[src/rtl/fir_pkg.sv]
// ============================================================================
// fir_pkg : sample widths, Q15 limits and Q30->Q15 round/saturate helpers.
// Revision: 1.0
// ============================================================================
`default_nettype none

package fir_pkg;

  localparam int SAMPLE_IN_W  = 32;
  localparam int SAMPLE_OUT_W = 16;
  localparam int Q_IN         = 30;
  localparam int Q_OUT        = 15;
  localparam int ROUND_W      = SAMPLE_IN_W + 1;

  localparam logic signed [SAMPLE_OUT_W-1:0] Q15_MAX = 16'sh7fff;
  localparam logic signed [SAMPLE_OUT_W-1:0] Q15_MIN = 16'sh8000;

  typedef logic signed [ROUND_W-1:0] round_t;

  typedef struct packed {
    logic                           sat;
    logic signed [SAMPLE_OUT_W-1:0] value;
  } q15_res_t;

  localparam round_t R_MAX = 33'sd32767;
  localparam round_t R_MIN = -33'sd32768;

  // Round half up: add half an output LSB before the arithmetic shift.
  function automatic round_t round_q(input logic signed [SAMPLE_IN_W-1:0] in,
                                     input int unsigned shift);
    round_t ext;
    round_t half;
    round_t sum;
    ext  = {in[SAMPLE_IN_W-1], in};
    half = (shift == 0) ? '0 : (round_t'(1) <<< (shift - 1));
    sum  = ext + half;
    return sum >>> shift;
  endfunction

  function automatic q15_res_t sat_q15(input round_t r);
    q15_res_t res;
    res.sat   = 1'b0;
    res.value = r[SAMPLE_OUT_W-1:0];
    if (r > R_MAX) begin
      res.sat   = 1'b1;
      res.value = Q15_MAX;
    end else if (r < R_MIN) begin
      res.sat   = 1'b1;
      res.value = Q15_MIN;
    end
    return res;
  endfunction

  function automatic q15_res_t round_sat_q15(input logic signed [SAMPLE_IN_W-1:0] in,
                                             input int unsigned shift);
    return sat_q15(round_q(in, shift));
  endfunction

endpackage

`default_nettype wire

[src/rtl/fir_output_requantizer_sync_fifo.sv]
// ============================================================================
// sync_fifo : single-clock FIFO, registered storage, no combinational bypass.
// Revision: 1.0
// ============================================================================
`default_nettype none

module sync_fifo #(
  parameter int WIDTH = 16,
  parameter int DEPTH = 8
) (
  input  logic                   clk,
  input  logic                   rst,
  input  logic                   push,
  input  logic [WIDTH-1:0]       push_data,
  input  logic                   pop,
  output logic [WIDTH-1:0]       pop_data,
  output logic                   full,
  output logic                   empty,
  output logic [$clog2(DEPTH):0] level
);

  localparam int AW = $clog2(DEPTH);

  logic [WIDTH-1:0] mem [DEPTH];
  logic [AW-1:0]    wr_ptr;
  logic [AW-1:0]    rd_ptr;
  logic             do_push;
  logic             do_pop;

  assign empty    = (level == '0);
  assign full     = (level == (AW + 1)'(DEPTH));
  assign do_pop   = pop & ~empty;
  // A pop frees the slot in the same cycle, so a full FIFO can still accept.
  assign do_push  = push & (~full | do_pop);
  assign pop_data = mem[rd_ptr];

  always_ff @(posedge clk or posedge rst) begin
    if (rst) begin
      wr_ptr <= '0;
      rd_ptr <= '0;
      level  <= '0;
      for (int i = 0; i < DEPTH; i++) begin
        mem[i] <= '0;
      end
    end else begin
      if (do_push) begin
        mem[wr_ptr] <= push_data;
        wr_ptr      <= wr_ptr + 1'b1;
      end
      if (do_pop) begin
        rd_ptr <= rd_ptr + 1'b1;
      end
      if (do_push && !do_pop) begin
        level <= level + 1'b1;
      end else if (!do_push && do_pop) begin
        level <= level - 1'b1;
      end
    end
  end

endmodule

`default_nettype wire

[src/rtl/fir_output_requantizer.sv]
// ============================================================================
// fir_output_requantizer : skip warm-up, decimate, round/saturate Q30->Q15, FIFO out.
// Revision: 1.0
// ============================================================================
`default_nettype none

module fir_output_requantizer
  import fir_pkg::*;
#(
  parameter int DECIM      = 4,
  parameter int SHIFT      = 15,
  parameter int SKIP       = 20,
  parameter int FIFO_DEPTH = 8,
  parameter int CNT_W      = 16
) (
  input  logic                          clk,
  input  logic                          rst,
  input  logic                          in_valid,
  input  logic [SAMPLE_IN_W-1:0]        in_sample,
  output logic                          out_valid,
  input  logic                          out_ready,
  output logic [SAMPLE_OUT_W-1:0]       out_sample,
  output logic [$clog2(FIFO_DEPTH):0]   fifo_level,
  output logic [CNT_W-1:0]              sat_count,
  output logic [CNT_W-1:0]              drop_count
);

  localparam int SKIP_W = (SKIP > 0) ? $clog2(SKIP + 1) : 1;
  localparam int PH_W   = (DECIM > 1) ? $clog2(DECIM) : 1;

  logic [SKIP_W-1:0]       skip_cnt;
  logic [PH_W-1:0]         phase;
  logic                    warm;
  logic                    keep;

  logic                    s1_valid;
  round_t                  s1_round;
  q15_res_t                s1_sat_res;
  logic                    s2_valid;
  logic                    s2_sat;
  logic [SAMPLE_OUT_W-1:0] s2_sample;

  logic                    fifo_full;
  logic                    fifo_empty;
  logic                    pop_ok;
  logic                    drop;

  assign warm = (skip_cnt == SKIP_W'(SKIP));
  assign keep = in_valid & warm & (phase == '0);

  always_ff @(posedge clk or posedge rst) begin
    if (rst) begin
      skip_cnt <= '0;
      phase    <= '0;
    end else if (in_valid) begin
      if (!warm) begin
        skip_cnt <= skip_cnt + 1'b1;
      end else if (phase == PH_W'(DECIM - 1)) begin
        phase <= '0;
      end else begin
        phase <= phase + 1'b1;
      end
    end
  end

  always_ff @(posedge clk or posedge rst) begin
    if (rst) begin
      s1_valid <= 1'b0;
      s1_round <= '0;
    end else begin
      s1_valid <= keep;
      if (keep) begin
        s1_round <= round_q(in_sample, SHIFT);
      end
    end
  end

  assign s1_sat_res = sat_q15(s1_round);

  always_ff @(posedge clk or posedge rst) begin
    if (rst) begin
      s2_valid  <= 1'b0;
      s2_sat    <= 1'b0;
      s2_sample <= '0;
    end else begin
      s2_valid <= s1_valid;
      if (s1_valid) begin
        s2_sat    <= s1_sat_res.sat;
        s2_sample <= s1_sat_res.value;
      end
    end
  end

  // A stage-2 sample is lost only when the FIFO is full and nothing leaves it.
  assign pop_ok    = out_ready & ~fifo_empty;
  assign drop      = s2_valid & fifo_full & ~pop_ok;
  assign out_valid = ~fifo_empty;

  sync_fifo #(
    .WIDTH (SAMPLE_OUT_W),
    .DEPTH (FIFO_DEPTH)
  ) u_fifo (
    .clk       (clk),
    .rst       (rst),
    .push      (s2_valid),
    .push_data (s2_sample),
    .pop       (out_ready),
    .pop_data  (out_sample),
    .full      (fifo_full),
    .empty     (fifo_empty),
    .level     (fifo_level)
  );

  always_ff @(posedge clk or posedge rst) begin
    if (rst) begin
      sat_count  <= '0;
      drop_count <= '0;
    end else begin
      if (s2_valid && s2_sat && (sat_count != '1)) begin
        sat_count <= sat_count + 1'b1;
      end
      if (drop && (drop_count != '1)) begin
        drop_count <= drop_count + 1'b1;
      end
    end
  end

endmodule

`default_nettype wire

[config.mk]
export PLATFORM = sky130hd
export DESIGN_NAME = fir_output_requantizer
export DESIGN_NICKNAME = d
export VERILOG_FILES = /design/src/rtl/fir_pkg.sv /design/src/rtl/fir_output_requantizer_sync_fifo.sv /design/src/rtl/fir_output_requantizer.sv
export SDC_FILE = /design/constraint.sdc
export NUM_CORES = 1
export LEC_CHECK = 0
export CORE_ASPECT_RATIO = 1.25
export CORE_UTILIZATION = 50
export DETAILED_ROUTE_END_ITERATION = 12
export PLACE_DENSITY = 0.71
export SLEW_MARGIN = 5
export SYNTH_ARGS = -nofsm -noshare
export SYNTH_HDL_FRONTEND = slang
export SYNTH_SLANG_ARGS = --single-unit
[constraint.sdc]
create_clock -name clk -period 7.3 [get_ports clk]
set_input_delay 0.73 -clock clk [delete_from_list [all_inputs] [get_ports clk]]
set_output_delay 0.73 -clock clk [all_outputs]
set_load 0.05 [all_outputs]
# == After elaboration in Yosys (flattened, before gate mapping) ==
# Index checks and enable logic that the tools add are counted.
# word_totals
romBits,0
out_inout_bits,53
ram_bits,0
regBits,214
latchBits,0
n_memories,0
# classes
n_reduce_logical,13
div,0
n_shift,0
n_bitwise,13
eq_ne,5
magnitude_cmp,5
n_mul,0
n_addsub,9
mux,11
# op_table
operator,count
bitwise mux 128 bit,1
binary-select mux 16 bit (select 3 bit),1
demux 16 bit (select 3 bit),1
2-to-1 mux 16 bit,3
2-to-1 mux 17 bit,2
adder 32 x 16 -> 33 bit (second input constant),1
adder 16 x 1 -> 16 bit (second input constant),2
inequality test 16 bit (second input constant),2
> comparator 18 x 16 -> 1 bit (second input constant),1
less-than comparator 18 x 16 -> 1 bit (second input constant),1
>= comparator 4 bit (second input constant),2
2-to-1 mux 4 bit,2
inverter 3 -> 4 bit,2
adder 3 x 1 -> 3 bit (second input constant),2
bitwise AND 1 bit,6
logical AND 1 bit,6
adder 5 x 1 -> 5 bit (second input constant),1
== test 5 bit (second input constant),1
adder 4 x 1 -> 4 bit (second input constant),1
== test 4 bit (second input constant),1
zero test 4 bit,1
less-than comparator 4 x 1 -> 1 bit (second input constant),1
inverter 1 bit,4
AND reduction 2 bit,2
other kinds (8),9

# == Longest topological paths before layout ==
# Gate-level depths: netlist (run 1).
# logic_depth
word_depth,9
mapped_depth,10

# == By module ==
# Synthesis (run 1) repeated with hierarchy kept, for this count alone.
# unflattened
hier_cells,751
hier_area_um2,10281.1
# modules_own_cells
module,seq_area_each_um2,n_inst,area_per_inst_um2,cells_each
sync_fifo,3453.3,1,6628.9,392
fir_output_requantizer,1901.8,1,3652.3,359

# == Worst setup path after synthesis (run 1) ==
# OpenSTA, ideal clock, no wires.
# synth_timing
path_kind,register to register
startpoint,reg u_fifo.level[0]
endpoint,reg u_fifo.level[3]
slack_ns,4.325
setup_ns,0.142
path_stages_with_launch,11
arrival_time_ns,2.833
t_required_ns,7.158
path_buffers,0
path_cell_list,dfrtp_1 > or3_4 > or2_2 > nand2_1 > ha_1 > inv_1 > ha_1 > a21o_2 > a21oi_1 > mux2i_1 > xnor2_1
# synth_between
elab_chain_cells,8
# synth_rtl
element,line_no,source
from (decl),fir_output_requantizer_sync_fifo.sv:19,output logic [$clog2(DEPTH):0] level
from (signal assigned),fir_output_requantizer_sync_fifo.sv:54,level <= level + 1'b1;
from (signal assigned),fir_output_requantizer_sync_fifo.sv:56,level <= level - 1'b1;
zero test 4 bit (*),fir_output_requantizer_sync_fifo.sv:30,assign empty = (level == '0);
inverter 1 bit (*),n/a,
via out_valid,fir_output_requantizer.sv:20,"output logic out_valid,"
bitwise AND 1 bit (*),fir_output_requantizer_sync_fifo.sv:32,assign do_pop = pop & ~empty;
OR 1 bit,fir_output_requantizer_sync_fifo.sv:34,assign do_push = push & (~full | do_pop);
bitwise AND 1 bit,fir_output_requantizer_sync_fifo.sv:34,
zero test 1 bit,fir_output_requantizer_sync_fifo.sv:55,end else if (!do_push && do_pop) begin
logical AND 1 bit,fir_output_requantizer_sync_fifo.sv:55,
nonzero test 2 bit (no line),n/a,
# Mark *: on every way through the listed nets, which the timed path passes. The rest lies on a longest branch. The select of a mux whose other input is x is not followed.
# A chain may end at the register's enable or synchronous reset.

# == Worst setup path in the final report (run 1) ==
# layout_timing
startpoint,reg u_fifo.rd_ptr[0]
endpoint,out out_sample[7]
# layout_between
elab_chain_cells,4
# layout_rtl
element,line_no,source
from (decl),fir_output_requantizer_sync_fifo.sv:26,logic [AW-1:0] rd_ptr;
from (signal assigned),fir_output_requantizer_sync_fifo.sv:51,rd_ptr <= rd_ptr + 1'b1;
inverter 3 -> 4 bit (implied by the code),fir_output_requantizer_sync_fifo.sv:35,assign pop_data = mem[rd_ptr];
binary-select mux 16 bit (select 3 bit),fir_output_requantizer_sync_fifo.sv:35,
2-to-1 mux 16 bit (implied by the code) (2 in a row),fir_output_requantizer_sync_fifo.sv:35,
to (decl),fir_output_requantizer.sv:22,"output logic [SAMPLE_OUT_W-1:0] out_sample,"
# Every way passes these cells. The select of a mux whose other input is x is not followed.

==> results of run 1 <==
[power groups by stage]
stage	registers (mW)	clock network (mW)	logic [mW]
final	1.36	0.992	0.441
after global placement	1.37	0	0.433
after floorplan	1.33	0	0.362
after detailed placement	1.38	0	0.449
after CTS	1.36	1.02	0.451
after global routing	1.37	1.06	0.490
[kinds of logic after synthesis]
kind of cell               after synthesis
muxes                                  199
AOI/OAI and AO/OA                       67
and+or+nand+nor                        183
DFF                                    214
xor gates and xnor gates                52
adders and majority gates               13
buffers and inverters                   51
[sequential cells by signal (all words and copies together) (netlist names)]
register       cells
u_fifo.mem       128
s1_round          18
drop_count        16
s2_sample         16
sat_count         16
skip_cnt           5
u_fifo.level       4
u_fifo.rd_ptr      3
u_fifo.wr_ptr      3
phase              2
s1_valid           1
s2_sat             1
s2_valid           1
[worst register-to-register path: cells and delay by family, from the launching register on]
family	cells	cell delay, ps
compound gates	1	400
buf+inv	1	160
mux	1	440
simple gates	2	1320
flops	1	440
[worst max path at each step]
stage	to	startpoint	cells after the start	slack [ps]
2_1_floorplan	drop_count[0]$_DFFE_PP0P_	rst	1	720
3_3_place_gp	u_fifo.mem[117]$_DFFE_PP0P_	out_ready	6	3980
3_5_place_dp	u_fifo.level[3]$_DFFE_PP0P_	out_ready	11	3960
4_1_cts	out_sample[7]	u_fifo.rd_ptr[0]$_DFFE_PP0P_	4	3490
5_1_grt	out_sample[7]	u_fifo.rd_ptr[0]$_DFFE_PP0P_	4	3410
6_report	out_sample[7]	u_fifo.rd_ptr[0]$_DFFE_PP0P_	4	3550
[cell usage in the layout (no fill, tap or decap), types with 4 or more instances in the layout]
master / n
dfrtp_1: 212
mux2_2: 166
clkdlybuf4s50_1: 74
nand2_1: 58
xnor2_1: 34
mux4_2: 32
nor2_1: 28
nand3_1: 23
o21ai_0: 23
a21oi_1: 21
clkbuf_16: 21
xor2_1: 18
nand4_1: 16
o21ba_2: 15
inv_1: 12
ha_1: 12
nor3_1: 10
nor4_1: 9
buf_4: 7
and3_1: 6
and2_1: 5
or3_1: 5
clkbuf_8: 5
and4_1: 4
nor4b_1: 4
clkbuf_1: 4
[cell usage after synthesis (2+ instances only)]
cell type / number
a21oi_1: 21
a31oi_1: 2
and2_1: 5
and3_1: 6
and4_1: 4
buf_1: 7
buf_2: 8
clkbuf_1: 21
dfrtp_1: 214
ha_1: 12
inv_1: 13
mux2_2: 166
mux4_2: 32
nand2_1: 58
nand3_1: 23
nand4_1: 16
nand4b_1: 2
nor2_1: 28
nor3_1: 11
nor4_1: 9
nor4b_1: 4
nor4b_2: 2
o21ai_0: 23
o21ba_2: 15
or2_2: 2
or3_1: 5
xnor2_1: 34
xor2_1: 18
[layer usage]
layer,up-vias,part of all wire,GRT usage
met5,-,0,0
met2,136,0.51,0.358
li1,2948,-,-
met1,3244,0.44,0.275
met3,32,0.037,0.0252
met4,0,0.018,0.0518
[area by class of cell]
class                      instances  area, sq um  share of cell area
inverter                          14         60.1             0.00510
multi-input combinational        514         4610               0.392
sequential                       214         5360               0.455
tap                              265          332              0.0282
clock buffer                      30          609              0.0517
timing repair buffer              81          793              0.0674
clock inverter                     2         10.0            0.000850
[stage by stage]
stage / cells / util / hold slack (ps)
5_1_grt: 1120 / 0.598 / 490
3_3_place_gp: 1088 / 0.567 / 454
2_1_floorplan: 779 / - / 352
6_report: 1120 / 0.598 / 469
4_1_cts: 1120 / 0.598 / 471
3_5_place_dp: 1088 / 0.567 / 459
==> flow_metrics.env, run 1 <==
export IMPL_tightest_slew_ps=1190
export IMPL_synth_simple_area_share=0.0931
export IMPL_drc=0
export IMPL_worst_ep_required_time_ps=6570
export IMPL_synth_seq_cells=214
export IMPL_post_route_min_period_ps=3750
export IMPL_core_area_sq_mm=0.0197
export IMPL_clkSlewWorstSetupHoldPaths_ps=60
export IMPL_p_int_mw=2.02
export IMPL_place_gp_congestion=0.852
export IMPL_wirelength_um=20200
export IMPL_max_freq_mhz=266
export IMPL_synth_area_leader_cell="dfrtp_1"
export IMPL_hold_viol_final=0
export IMPL_maxCapViolCount=0
export IMPL_endpoint_kind="output pin"
export IMPL_die_w_um=130
export IMPL_synth_xor_area_share=0.0448
export IMPL_dr_pass1_iters=5
export IMPL_finalSetupViolCount=0
export IMPL_start_kind="register"
export IMPL_cts_root_buffer="clkbuf_16"
export IMPL_worstSetupPathType="register to output pin"
export IMPL_fin_area_sq_mm=0.0118
export IMPL_hold_class="register to register"
export IMPL_hold_path_depth=1
export IMPL_viasPerCell=5.68
export IMPL_timing_rr_end="u_fifo.mem[127]$_DFFE_PP0P_"
export IMPL_rsz0062_at_grt="false"
export IMPL_cts_sinks=214
export IMPL_min_to="skip_cnt[4]$_DFFE_PP0P_"
export IMPL_synth_compound_area_share=0.0425
export IMPL_num_nets_final=895
export IMPL_drt_iter0_drc=269
export IMPL_grt_usage=0.206
export IMPL_status="finished, final reports clean"
export IMPL_vdd_drop_max_uv=150
export IMPL_start_util=0.516
export IMPL_seq_area_frac_synth=0.527
export IMPL_p_comb_frac=0.158
export IMPL_swShare=0.275
export IMPL_path_max_fanout=34
export IMPL_finalMaxSlewViolations=0
export IMPL_dieArea_sq_mm=0.0209
export IMPL_cellLeakagePower_nw=5.45
export IMPL_grt_pass1_wl_um=33900
export IMPL_critical_path_top_delay_family="buffers and inverters"
export IMPL_syn_inst=779
export IMPL_routedWlPerCell_um=18.1
export IMPL_clockBufferDepth=3
export IMPL_cpPeakStageDelay_ps=750
export IMPL_p_sw_mw=0.767
export IMPL_pwr_share_seq=0.487
export IMPL_rrSetupSlack_ps=4430
export IMPL_min_from="skip_cnt[4]$_DFFE_PP0P_"
export IMPL_grt_pass1_vias=6624
export IMPL_drive_gt1_frac=0.305
export IMPL_synthMuxAreaShare=0.256
export IMPL_overflow=0
export IMPL_finalSetupTns_ps=0
export IMPL_setup_ws_ps=3550
export IMPL_rows=57
export IMPL_crit_buf_inv=2
export IMPL_synth_top_family_by_area="multiplexers"
export IMPL_clock_skew_ps=11.1
export IMPL_die_height_um=161
export IMPL_synth_area_sq_mm=0.0102
export IMPL_area_growth_pct=15.9
export IMPL_cts_tree="done"
export IMPL_avgSynthCellArea_sq_um=13.0
export IMPL_r2r_start="u_fifo.level[0]$_DFFE_PP0P_"
export IMPL_clk_latency_ps=480
export IMPL_clkPwrFrac=0.356
export IMPL_dp_hpwl_um=13200
export IMPL_synth_edf_count=0
export IMPL_cp_arrival_ps=3020
export IMPL_async_flop_share=1.00
export IMPL_io_pins=89
export IMPL_critPathSlowestCell="clkdlybuf4s50_1"
export IMPL_synth_fp_nets=828
export IMPL_relSlewSlack=0.198
export IMPL_numCtsBuffers=21
export IMPL_fillCellCount=1539
export IMPL_yosysWarnings=0
export IMPL_yosys_area_share_adder=0.0167
export IMPL_dr_total_vias=6360
export IMPL_postPlaceCellArea_sq_mm=0.0112
export IMPL_ys_top_cells_by_area="dfrtp_1, mux2_2, mux4_2"
export IMPL_synth_top_area_share=0.527
export IMPL_post_cts_resized=0
export IMPL_power_density_mw_per_mm2=237
export IMPL_synth_ff_type="dfrtp_1"
export IMPL_htreeDepth=1
export IMPL_crit_chain="buf_4 -> mux4_2 -> mux2_2 -> clkdlybuf4s50_1"
export IMPL_fin_total_pwr_mw=2.79
export IMPL_grt_max_degree=157
export IMPL_period_share=0.514
export IMPL_ctsHoldBuffers=0
export IMPL_portBuffers=74
export IMPL_ys_types=46
export IMPL_post_cts_setup_buffers=0
export IMPL_antenna_found_initial=0
export IMPL_ant_nets=0
export IMPL_num_antenna_cells=0
export IMPL_ff2ff_path_depth=5
export IMPL_post_place_ws_ps=3960
Note: power is estimated with default switching activity, not from simulation.
==> run 2: changes to the inputs <==
- clock period: 7.3 -> 3.8 ns (I/O delays scaled with it)
==> flow_metrics.env, run 2 (synthesis gave the netlist of run 1 again) <==
export IMPL_grt_usage=0.209
export IMPL_drive_gt1_frac=0.318
export IMPL_die_height_um=161
export IMPL_finalSetupTns_ps=0
export IMPL_overflow=0
export IMPL_vdd_drop_max_uv=315
export IMPL_cellLeakagePower_nw=5.59
export IMPL_period_share=0.892
export IMPL_utilization=0.614
export IMPL_relSlewSlack=0.225
export IMPL_grt_pass1_vias=6785
export IMPL_layout_commonest_cell="dfrtp_1"
export IMPL_crit_chain="buf_4 -> mux4_2 -> mux2_2 -> clkdlybuf4s50_1"
export IMPL_clockBufferDepth=3
export IMPL_die_w_um=130
export IMPL_drc=0
export IMPL_dieArea_sq_mm=0.0209
export IMPL_dp_hpwl_um=13700
export IMPL_rsz0062_at_grt="false"
export IMPL_clock_skew_ps=10.2
export IMPL_rows=57
export IMPL_ff2ff_path_depth=10
export IMPL_post_cts_resized=0
export IMPL_max_freq_mhz=295
export IMPL_dr_total_vias=6469
export IMPL_final_cell_mix="dfrtp_1, mux2_2, clkdlybuf4s50_1, nand2_1, xnor2_1"
export IMPL_start_kind="register"
export IMPL_grt_max_degree=80
export IMPL_cpPeakStageDelay_ps=710
export IMPL_numCtsBuffers=22
export IMPL_core_area_sq_mm=0.0197
export IMPL_ctsHoldBuffers=0
export IMPL_swShare=0.260
export IMPL_worstSetupPathType="register to output pin"
export IMPL_routedWlPerCell_um=18.3
export IMPL_critPathSlowestCell="clkdlybuf4s50_1"
export IMPL_clk_latency_ps=490
export IMPL_status="finished, final reports clean"
export IMPL_largest_reg_flops=128
export IMPL_tightest_slew_ps=1150
export IMPL_num_antenna_cells=0
export IMPL_endpoint_kind="output pin"
export IMPL_clkSlewWorstSetupHoldPaths_ps=60
export IMPL_area_growth_pct=18.9
export IMPL_cp_arrival_ps=3010
export IMPL_hold_slack_ps=378
export IMPL_p_int_mw=4.37
export IMPL_ant_nets=0
export IMPL_reg_top3="u_fifo.mem x128, s1_round x18"
export IMPL_post_route_min_period_ps=3390
export IMPL_hold_class="input pin to async pin"
export IMPL_hold_viol_final=0
export IMPL_pwr_share_seq=0.424
export IMPL_cts_root_buffer="clkbuf_16"
export IMPL_wirelength_um=20900
export IMPL_antenna_found_initial=0
export IMPL_p_sw_mw=1.53
export IMPL_cts_tree="done"
export IMPL_finalMaxSlewViolations=0
export IMPL_power_density_mw_per_mm2=488
export IMPL_p_comb_frac=0.166
export IMPL_post_cts_setup_buffers=0
export IMPL_num_nets_final=905
export IMPL_viasPerCell=5.69
export IMPL_cts_sinks=214
export IMPL_r2r_start="u_fifo.level[0]$_DFFE_PP0P_"
export IMPL_drt_iter0_drc=333
export IMPL_place_gp_congestion=0.817
export IMPL_clkPwrFrac=0.410
export IMPL_maxCapViolCount=0
export IMPL_portBuffers=74
export IMPL_fin_total_pwr_mw=5.90
export IMPL_grt_pass1_wl_um=34700
export IMPL_path_max_fanout=17
export IMPL_finalSetupViolCount=0
export IMPL_startpoint="u_fifo.rd_ptr[0]$_DFFE_PP0P_"
export IMPL_top_register="u_fifo.mem"
export IMPL_htreeDepth=1
export IMPL_dr_pass1_iters=4
export IMPL_worst_ep_required_time_ps=3420
export IMPL_io_pins=89
export IMPL_start_util=0.516
run 2: cell count changes in the layout (fill, tap and decap cells not counted):
cell,change
dfrtp_1,+1
nor3_4,-1
clkbuf_16,+2
inv_8,-1
buf_12,+3
dfrtp_2,-1
buf_4,+6
bufinv_16,+6
nor3_2,+1
clkbuf_8,-3
clkinvlp_4,+4
run 2: metrics by stage:
step | cell area (sq um) | instances | worst slack [ps]
after floorplan | 10200 | 779 | 636
after global placement | 11300 | 1097 | 893
after detailed placement | 11300 | 1097 | 836
after CTS | 12100 | 1137 | 352
after global routing | 12100 | 1137 | 283
final | 12100 | 1137 | 412
run 2: layout make-up:
class | instances | area, sq um
Clock buffer | 29 | 618
Multi-Input combinational cell | 514 | 4610
Tap cell | 265 | 332
Inverter | 14 | 56.3
Timing Repair Buffer | 90 | 898
Sequential cell | 214 | 5360
Clock inverter | 11 | 213
Fill cell | 1546 | 7600
run 2: worst paths after layout:
check / to / slack [ps]
hold reg to reg: sat_count[12]$_DFFE_PP0P_ / 490
min in group clk: sat_count[12]$_DFFE_PP0P_ / 490
setup / recovery: out_sample[8] / 410
hold / removal: s1_round[12]$_DFFE_PP0P_ / 380
max in group asynchronous: sat_count[11]$_DFFE_PP0P_ / 2580
setup reg to reg: u_fifo.level[3]$_DFFE_PP0P_ / 950
run 2: per-layer routing:
layer | GRT usage | share of wire
met5 | 0 | 0
met4 | 0.0486 | 0.017
met3 | 0.0265 | 0.035
met2 | 0.383 | 0.53
met1 | 0.262 | 0.42
run 2: power groups by stage:
stage | logic (mW) | clock network [mW] | registers, mW
floorplan | 0.695 | 0 | 2.55
global placement | 0.960 | 0 | 2.53
detailed placement | 0.989 | 0 | 2.54
CTS | 0.999 | 2.47 | 2.50
global route | 1.08 | 2.55 | 2.52
finish | 0.979 | 2.42 | 2.50
run 2: worst max-delay path: cells and delay by family (launching register included):
kind,cells,cell delay (ps)
buffers and inverters,2,1110
muxes,2,870
DFF,1,540
==> run 3: changes to the inputs <==
- CORE_MARGIN: unset -> 2
- clock period: 3.8 -> 3.44 ns (I/O delays scaled with it)
==> flow_metrics.env, run 3 (synthesis gave the netlist of run 1 again) <==
export IMPL_status="finished, final reports clean"
export IMPL_post_route_min_period_ps=3090
export IMPL_start_kind="register"
export IMPL_dr_pass1_iters=4
export IMPL_period_share=0.897
export IMPL_vdd_drop_max_uv=398
export IMPL_cpPeakStageDelay_ps=700
export IMPL_num_antenna_cells=0
export IMPL_drc=0
export IMPL_tightest_slew_ps=923
export IMPL_grt_pass1_vias=6661
export IMPL_clockBufferDepth=3
export IMPL_swShare=0.269
export IMPL_postPlaceCellArea_sq_mm=0.0113
export IMPL_clkSlewWorstSetupHoldPaths_ps=60
export IMPL_power_density_mw_per_mm2=536
export IMPL_layout_commonest_cell="dfrtp_1"
export IMPL_crit_chain="buf_12 -> mux4_2 -> mux2_2 -> clkdlybuf4s50_1"
export IMPL_clock_skew_ps=12.1
export IMPL_setup_ws_ps=353
export IMPL_post_cts_resized=0
export IMPL_hold_class="input pin to async pin"
export IMPL_routedWlPerCell_um=18.1
export IMPL_num_nets_final=906
export IMPL_grt_usage=0.197
export IMPL_ant_nets=0
export IMPL_drive_gt1_frac=0.322
export IMPL_finalMaxSlewViolations=0
export IMPL_clkPwrFrac=0.404
export IMPL_antenna_found_initial=0
export IMPL_post_place_ws_ps=422
export IMPL_endpoint_kind="output pin"
export IMPL_grt_pass1_wl_um=34200
export IMPL_drt_iter0_drc=341
export IMPL_largest_reg_flops=128
export IMPL_p_sw_mw=1.74
export IMPL_worstSetupPathType="register to output pin"
export IMPL_dp_hpwl_um=13400
export IMPL_cts_root_buffer="clkbuf_16"
export IMPL_viasPerCell=5.65
export IMPL_finalSetupTns_ps=0
export IMPL_cellLeakagePower_nw=5.59
export IMPL_dr_total_vias=6462
export IMPL_place_gp_congestion=0.803
export IMPL_wirelength_um=20800
export IMPL_path_max_fanout=34
export IMPL_portBuffers=74
export IMPL_cts_sinks=214
export IMPL_rsz0062_at_grt="false"
export IMPL_grt_max_degree=126
export IMPL_hold_viol_final=0
export IMPL_area_growth_pct=18.9
export IMPL_critPathSlowestCell="clkdlybuf4s50_1"
export IMPL_cts_tree="done"
export IMPL_crit_buf_inv=2
export IMPL_reg_top3="u_fifo.mem x128, s1_round x18"
export IMPL_numCtsBuffers=23
export IMPL_rows=58
export IMPL_maxCapViolCount=0
export IMPL_dieArea_sq_mm=0.0215
export IMPL_top_register="u_fifo.mem"
export IMPL_p_int_mw=4.73
export IMPL_die_height_um=163
export IMPL_post_cts_setup_buffers=0
export IMPL_io_pins=89
export IMPL_p_comb_frac=0.173
export IMPL_die_w_um=132
export IMPL_finalSetupViolCount=0
export IMPL_max_freq_mhz=324
export IMPL_worst_ep_required_time_ps=3100
export IMPL_core_area_sq_mm=0.0200
export IMPL_htreeDepth=1
export IMPL_finish_cell_count_without_fillers=1144
export IMPL_ctsHoldBuffers=0
export IMPL_pwr_share_seq=0.423
export IMPL_critical_path_top_delay_family="buffers and inverters"
export IMPL_final_cell_mix="dfrtp_1, mux2_2, clkdlybuf4s50_1, nand2_1, xnor2_1"
export IMPL_dp_cells=1102
export IMPL_relSlewSlack=0.385
export IMPL_fin_area_sq_mm=0.0121
export IMPL_clk_latency_ps=510
export IMPL_overflow=0
export IMPL_start_util=0.507
export IMPL_cp_arrival_ps=2740
[run 3: cell types whose count changed in the layout (fill, tap and decap cells not counted), sizes merged]
cell,delta
clkinvlp,-3
bufinv,-2
clkinv,+5
inv,+2
[run 3: layout make-up]
class / count / area [sq um]
clock buffers: 29 / 638
clock inverters: 13 / 176
fillers: 1580 / 7950
inverters: 14 / 56.3
multi-input cells: 514 / 4630
flip-flops and latches: 214 / 5360
well taps: 270 / 338
repair buffers: 90 / 886
[run 3: path summary, 6_finish.rpt]
path	startpoint	endpoint	slack, ps	depth (start not counted)
max in group asynchronous	rst	u_fifo.rd_ptr[0]$_DFFE_PP0P_	2420	3
min in group clk	skip_cnt[4]$_DFFE_PP0P_	skip_cnt[4]$_DFFE_PP0P_	470	1
setup reg to reg	u_fifo.level[0]$_DFFE_PP0P_	u_fifo.level[3]$_DFFE_PP0P_	530	10
setup / recovery	u_fifo.rd_ptr[0]$_DFFE_PP0P_	out_sample[13]	350	4
hold / removal	rst	drop_count[0]$_DFFE_PP0P_	130	2
hold reg to reg	skip_cnt[4]$_DFFE_PP0P_	skip_cnt[4]$_DFFE_PP0P_	470	1
[run 3: worst register-to-register path: stages (launching register included)]
cell and delay, ps:
dfrtp_1 440, or3_4 430, o21ai_2 430, inv_2 170, ha_1 230, inv_1 140
ha_1 250, a21o_2 210, a21oi_1 180, mux2i_1 230, xnor2_1 130
[run 3: layer usage]
layer | up-vias | global-route usage | routed length [um] | part of all wire
li1 | 2979 | - | - | -
met2 | 146 | 0.356 | 10800 | 0.52
met1 | 3299 | 0.252 | 8650 | 0.42
met5 | - | 0 | 0 | 0
met3 | 38 | 0.0248 | 847 | 0.041
met4 | 0 | 0.0529 | 422 | 0.020
[run 3: per-stage QoR]
| step | utilization | hold slack (ps) | total power, mW |
|---|---|---|---|
| 3_3_place_gp | 0.562 | 451 | 3.87 |
| 6_report | 0.603 | 128 | 6.47 |
| 5_1_grt | 0.603 | 143 | 6.78 |
| 4_1_cts | 0.603 | 125 | 6.55 |
| 3_5_place_dp | 0.562 | 464 | 3.92 |
| 2_1_floorplan | - | 352 | 3.59 |
[run 3: power groups by stage]
stage | clock, mW | sequential [mW] | combinational [mW]
floorplan | 0 | 2.82 | 0.768
global placement | 0 | 2.77 | 1.10
detailed placement | 0 | 2.78 | 1.14
CTS | 2.67 | 2.74 | 1.14
global route | 2.79 | 2.75 | 1.24
finish | 2.62 | 2.74 | 1.12
